File: src/rtl/mux_scan_nb_if.sv
// mux_scan_nb_if
//   Bundles the data/control signals of the display scan multiplexer.
//   Parameters:
//     WIDTH    - bits per channel
//     CHANNELS - number of channels (>= 2)
//   Signals:
//     mode     - 0 = auto scan, 1 = manual hold
//     sel_in   - channel requested in manual mode
//     data_in  - packed channel data, channel k at [k*WIDTH +: WIDTH]
//     O        - registered selected data
//     sel_out  - registered index of the channel on O
//     an_n     - registered active-low one-hot channel enable
//     tick     - registered one-cycle prescaler wrap pulse
//   Modports: master (data source / observer side), slave (multiplexer side).
interface mux_scan_nb_if #(
  parameter int WIDTH    = 4,
  parameter int CHANNELS = 4
);
  localparam int SELW = (CHANNELS > 2) ? $clog2(CHANNELS) : 1;

  logic                      mode;
  logic [SELW-1:0]           sel_in;
  logic [CHANNELS*WIDTH-1:0] data_in;
  logic [WIDTH-1:0]          O;
  logic [SELW-1:0]           sel_out;
  logic [CHANNELS-1:0]       an_n;
  logic                      tick;

  modport master (
    output mode, sel_in, data_in,
    input  O, sel_out, an_n, tick
  );

  modport slave (
    input  mode, sel_in, data_in,
    output O, sel_out, an_n, tick
  );
endinterface

File: src/rtl/mux_scan_nb.sv
// mux_scan_nb
//   Registered N-channel multiplexer for time-multiplexed seven-segment
//   scanning. A free-running prescaler advances a channel index every
//   2^DIV_BITS clocks (auto mode), or the index follows sel_in (manual mode).
//   The selected channel data, its index and an active-low one-hot enable
//   are registered out.
//   Ports:
//     clk   - system clock, rising edge
//     rst_n - asynchronous active-low reset
//     bus   - mux_scan_nb_if.slave (mode, sel_in, data_in, O, sel_out, an_n, tick)
//   Optional build macro:
//     MUX_SCAN_BLANK_EN - when defined, an_n is blanked (all ones) for one
//                         clock whenever the displayed channel changes.
module mux_scan_nb #(
  parameter int WIDTH    = 4,
  parameter int CHANNELS = 4,
  parameter int DIV_BITS = 17
) (
  input  logic          clk,
  input  logic          rst_n,
  mux_scan_nb_if.slave  bus
);
  localparam int SELW = (CHANNELS > 2) ? $clog2(CHANNELS) : 1;
  localparam logic [SELW-1:0] IDX_LAST = SELW'(CHANNELS - 1);

  logic [DIV_BITS-1:0] cnt_q, cnt_d;
  logic [SELW-1:0]     idx_q, idx_d;
  logic [WIDTH-1:0]    o_q, o_d;
  logic [SELW-1:0]     sel_out_q, sel_out_d;
  logic [CHANNELS-1:0] an_n_q, an_n_d;
  logic                tick_q, tick_d;
  logic                wrap;

  // Unpack the channel bus once so the selection loop stays readable.
  logic [WIDTH-1:0] ch [CHANNELS];
  genvar gi;
  generate
    for (gi = 0; gi < CHANNELS; gi++) begin : g_ch
      assign ch[gi] = bus.data_in[gi*WIDTH +: WIDTH];
    end
  endgenerate

  always_comb begin
    cnt_d = cnt_q + DIV_BITS'(1);
    wrap  = (cnt_q == '1);

    // Manual requests beyond the last channel are ignored; the index holds.
    idx_d = idx_q;
    if (bus.mode) begin
      if (int'(bus.sel_in) < CHANNELS) idx_d = bus.sel_in;
    end else if (wrap) begin
      idx_d = (idx_q == IDX_LAST) ? '0 : idx_q + SELW'(1);
    end

    // Output stage follows the current index, one clock behind it.
    o_d    = '0;
    an_n_d = '1;
    for (int k = 0; k < CHANNELS; k++) begin
      if (int'(idx_q) == k) begin
        o_d       = ch[k];
        an_n_d[k] = 1'b0;
      end
    end

`ifdef MUX_SCAN_BLANK_EN
    // Dead band: when the shown channel is about to change, keep all
    // anodes off for this one clock; the new one-hot follows next clock.
    if (idx_q != sel_out_q) an_n_d = '1;
`else
    // Anodes switch directly from the old channel to the new one.
`endif

    sel_out_d = idx_q;
    tick_d    = wrap;
  end

  always_ff @(posedge clk or negedge rst_n) begin
    if (!rst_n) begin
      cnt_q     <= '0;
      idx_q     <= '0;
      o_q       <= '0;
      sel_out_q <= '0;
      an_n_q    <= '1;
      tick_q    <= 1'b0;
    end else begin
      cnt_q     <= cnt_d;
      idx_q     <= idx_d;
      o_q       <= o_d;
      sel_out_q <= sel_out_d;
      an_n_q    <= an_n_d;
      tick_q    <= tick_d;
    end
  end

  assign bus.O       = o_q;
  assign bus.sel_out = sel_out_q;
  assign bus.an_n    = an_n_q;
  assign bus.tick    = tick_q;
endmodule

File: src/flat_wrapper.sv
// flat-port wrapper written by rule: the top's interface ports become plain ports
module mux_scan_nb_flat 
#(
  parameter int WIDTH    = 4,
  parameter int CHANNELS = 4,
  parameter int DIV_BITS = 17
)
  (clk, rst_n, bus_mode, bus_sel_in, bus_data_in, bus_O, bus_sel_out, bus_an_n, bus_tick);
  mux_scan_nb_if #(.WIDTH(WIDTH), .CHANNELS(CHANNELS)) bus_i ();
  input  logic clk;
  input  logic rst_n;
  input wire logic [$bits(bus_i.mode)-1:0] bus_mode;
  input wire logic [$bits(bus_i.sel_in)-1:0] bus_sel_in;
  input wire logic [$bits(bus_i.data_in)-1:0] bus_data_in;
  output wire logic [$bits(bus_i.O)-1:0] bus_O;
  output wire logic [$bits(bus_i.sel_out)-1:0] bus_sel_out;
  output wire logic [$bits(bus_i.an_n)-1:0] bus_an_n;
  output wire logic [$bits(bus_i.tick)-1:0] bus_tick;
  assign bus_i.mode = bus_mode;
  assign bus_i.sel_in = bus_sel_in;
  assign bus_i.data_in = bus_data_in;
  assign bus_O = bus_i.O;
  assign bus_sel_out = bus_i.sel_out;
  assign bus_an_n = bus_i.an_n;
  assign bus_tick = bus_i.tick;
  mux_scan_nb #(.WIDTH(WIDTH), .CHANNELS(CHANNELS), .DIV_BITS(DIV_BITS)) u_core (.clk(clk), .rst_n(rst_n), .bus(bus_i));
endmodule
File: config.mk
export PLATFORM = sky130hd
export DESIGN_NAME = mux_scan_nb_flat
export DESIGN_NICKNAME = d
export VERILOG_FILES = /design/src/rtl/mux_scan_nb_if.sv /design/src/rtl/mux_scan_nb.sv /design/src/flat_wrapper.sv
export SDC_FILE = /design/constraint.sdc
export NUM_CORES = 1
export LEC_CHECK = 0
export BUFFER_PORTS_ARGS = -buffer_cell sky130_fd_sc_hd__buf_2
export CAP_MARGIN = 20
export CORE_MARGIN = 5
export CORE_UTILIZATION = 43
export DETAILED_ROUTE_END_ITERATION = 10
export PLACE_DENSITY = 0.69
export RECOVER_POWER = 25
export SLEW_MARGIN = 30
export SYNTH_ARGS = -nofsm -noshare
export SYNTH_HDL_FRONTEND = slang
export SYNTH_SLANG_ARGS = --single-unit
File: constraint.sdc
create_clock -name clk -period 1.89 [get_ports clk]
set_input_delay 0.0945 -clock clk [delete_from_list [all_inputs] [get_ports clk]]
set_output_delay 0.0945 -clock clk [all_outputs]
set_load 0.05 [all_outputs]
==> results.py <==
metrics = {
    "synth": {
        "syn_area_per_cell_sq_um": 11.72,
        "syn_nets": 137,
        "synth_top_area_share_pct": 50.49,
        "synth_top_cell_by_area": "dfrtp_1",
        "netlist_area_sq_um": 1289,
        "ys_types": 22,
        "synth.area.top_cells": "dfrtp_1 50%, dfstp_2 8.2%, ha_1 5.8%",
        "yosysSeqAreaShare_pct": 58.64,
        "synth-seq-cells": 30,
        "syn_inst": 110,
        "synth_warnings": 0,
    },
    "timing": {
        "timing.hold.ws_ps": 57.38,
        "fmax_mhz": 546.4,
        "fin_setup_tns_ps": 0,
        "final_max_slew_viol_count": 0,
        "max_slew_margin_pct": 58.12,
        "worst_pin_slew_ps": 628.2,
        "finalClockSkew_ps": 13.46,
        "fin_crit_sh_pct": 96.84,
        "hold_violations": 0,
        "setup_violations": 0,
        "period_needed_ps": 1830,
    },
    "global_route": {
        "grt_usage_pct": 14.35,
        "globalRoute.totalOverflow": 0,
        "grt_pass1_vias": 1011,
        "antenna_found_initial": 0,
        "grt_max_degree": 31,
        "grt_pass1_wl_mm": 4.519,
    },
    "clocking": {
        "cts_tree": "built",
        "cts_made_buffers": 5,
        "clk_latency_ps": 330,
        "clk_path_buf_depth": 2,
        "path_clk_slew_ps": 90,
        "htree_num_levels": 2,
        "cts.sinks": 30,
        "clock-root-buffer": "clkbuf_4",
    },
    "floorplanning": {
        "die-height_um": 64.75,
        "floorplan.rows": 19,
        "die-area_sq_um": 4192,
        "start_util_pct": 45.94,
        "num_io_pins": 32,
        "core-area_sq_um": 2805,
        "die_x_um": 64.75,
    },
    "critical_path": {
        "required_ps": 2100,
        "reg2reg_from": "u_core.cnt_q[1]",
        "worstPathArrival_ps": 2040,
        "worstSetupEndpointType": "flop",
        "reg2reg_slack_ps": 60,
        "worstSetupStartpointType": "flop",
        "crit_path_max_fanout": 3,
        "reg2regPathDepth": 7,
        "worst-setup-path-type": "flop to flop",
        "r2r-end": "u_core.idx_q[1]",
    },
    "power": {
        "swShare_pct": 26.38,
        "peakVddDrop_mv": 0.4736,
        "leakagePower_nw": 0.8503,
        "p_per_area_nw_per_um2": 818.2,
        "p_switching_mw": 0.3816,
        "p_int_mw": 1.065,
        "power_frac_seq_pct": 47.6,
        "p_clk_share_pct": 36.1,
        "p_comb_share_pct": 16.3,
    },
    "outcome": {
        "outcome": "finished clean",
    },
    "cells_and_area": {
        "n_antenna_cell": 0,
        "drive_gt1_share_pct": 35.12,
        "n_fill_cell": 235,
        "layout_common_cells": "31 x buf_2, 26 x dfrtp_1, 10 x dlygate4sd3_1",
        "instances_no_fill": 199,
        "area_growth_pct": 37.18,
        "utilization_pct": 63.02,
        "layout_commonest_cell": "buf_2",
        "layout.nets": 194,
    },
    "min_path": {
        "worstHoldStart": "bus_data_in[8]",
        "min_path_cells": 3,
        "hold_path_class": "input pin to flop",
        "min_to": "u_core.bus.O[0]",
    },
    "placed_design": {
        "placed_cells": 179,
        "routabilityCongestion": 0.7924,
        "dp_hpwl_mm": 1.816,
        "port_buffers": 31,
    },
    "detailed_routing": {
        "routedWlPerCell_um": 13.31,
        "num_vias": 1006,
        "postRouteAntennaNets": 0,
        "drc": 0,
        "drt_iter0_drc": 18,
        "dr.pass1.iters": 4,
        "finalWirelength_mm": 2.649,
        "via_per_inst": 5.055,
    },
    "job": {
        "max_cap_viol_count": 0,
    },
}
## synth_stat cells
cell,count
ha_1,6
nand4_1,4
clkbuf_1,1
xor2_1,7
nor2_1,7
inv_1,9
nor3_1,4
xnor2_2,1
dfstp_2,4
mux2i_1,2
o31ai_1,4
dfrtp_1,26
nand2_1,8
nand3_1,8
or4_4,1
o21ai_0,2
nand3_2,1
and3_2,1
a221oi_1,4
xnor2_1,6
nor4_1,3
nor2b_1,1
## critical path, stage by stage (launching register included)
cell and delay (ps):
dfrtp_1 410, ha_4 150, nand3_2 70, or4_4 490
nor2_2 150, ha_4 160, mux2i_1 170, o21ai_0 100
## metrics by stage
step	setup WS, ps	power, mW	area, sq um
after floorplan	29.74	0.8488	1309
after global placement	93.27	0.9185	1559
after detailed placement	52.92	0.9226	1559
after CTS	34.15	1.470	1744
after global routing	-9.900	1.531	1768
final	59.78	1.447	1768
## how the worst max path moves through the flow
stage	startpoint	to	slack, ps	depth (start not counted)
2_1_floorplan	u_core.cnt_q[0]	u_core.idx_q[0]	30	7
3_3_place_gp	u_core.cnt_q[1]	u_core.idx_q[0]	90	7
3_5_place_dp	u_core.cnt_q[1]	u_core.idx_q[1]	50	7
4_1_cts	u_core.cnt_q[1]	u_core.idx_q[0]	30	7
5_1_grt	u_core.cnt_q[4]	u_core.idx_q[1]	-10	6
6_report	u_core.cnt_q[1]	u_core.idx_q[1]	60	7
## power groups by stage
stage | clock [mW] | sequential (mW) | combinational, mW
final | 0.522 | 0.689 | 0.236
after global routing | 0.583 | 0.694 | 0.254
after floorplan | 0 | 0.799 | 0.0493
after CTS | 0.544 | 0.689 | 0.237
after global placement | 0 | 0.700 | 0.219
after detailed placement | 0 | 0.701 | 0.222
## routing by layer
metal / track usage (%) / up-vias / routed length, um
met3: 6.218 / 6 / 151
met4: 6.596 / 0 / 48
met5: 0 / - / 0
li1: - / 494 / -
met2: 23.75 / 24 / 1372
met1: 15.95 / 482 / 1075
## state kept, by name (all words and copies together) (netlist names)
register            cells
u_core.bus.O            4
u_core.bus.an_n         4
u_core.bus.tick         1
u_core.cnt_q           17
u_core.idx_q            2
u_core.bus.sel_out      2
## cells by family (layout without fill, tap and decap cells)
logic type                 after synthesis  in the layout  synth area share [%]
buffers and inverters                   10             68                 2.912
muxes                                    2              2                 1.553
DFF                                     30             30                 58.64
adders and majority gates                6              6                 5.825
xor gates and xnor gates                14             14                 10.10
AOI/OAI and AO/OA                       10             10                 5.825
and+or+nand+nor                         38             38                 15.15
## repair_timing
action | CTS | global route
setup buffers | 0 | 2
setup endpoints to repair | 0 | 2
hold buffers | 10 | 0
hold endpoints to repair | 32 | 0
gates resized for setup | 0 | 2
## area by class of cell
cell class	count	area, sq um	share of cell area [%]
tap	31	38.79	2.194
multi-input combinational	70	528.0	29.87
clock buffer	7	55.05	3.114
sequential	30	755.7	42.75
timing repair buffer	51	326.6	18.47
clock inverter	1	30.03	1.699
inverter	9	33.78	1.911
(Power assumes the default switching activity.)
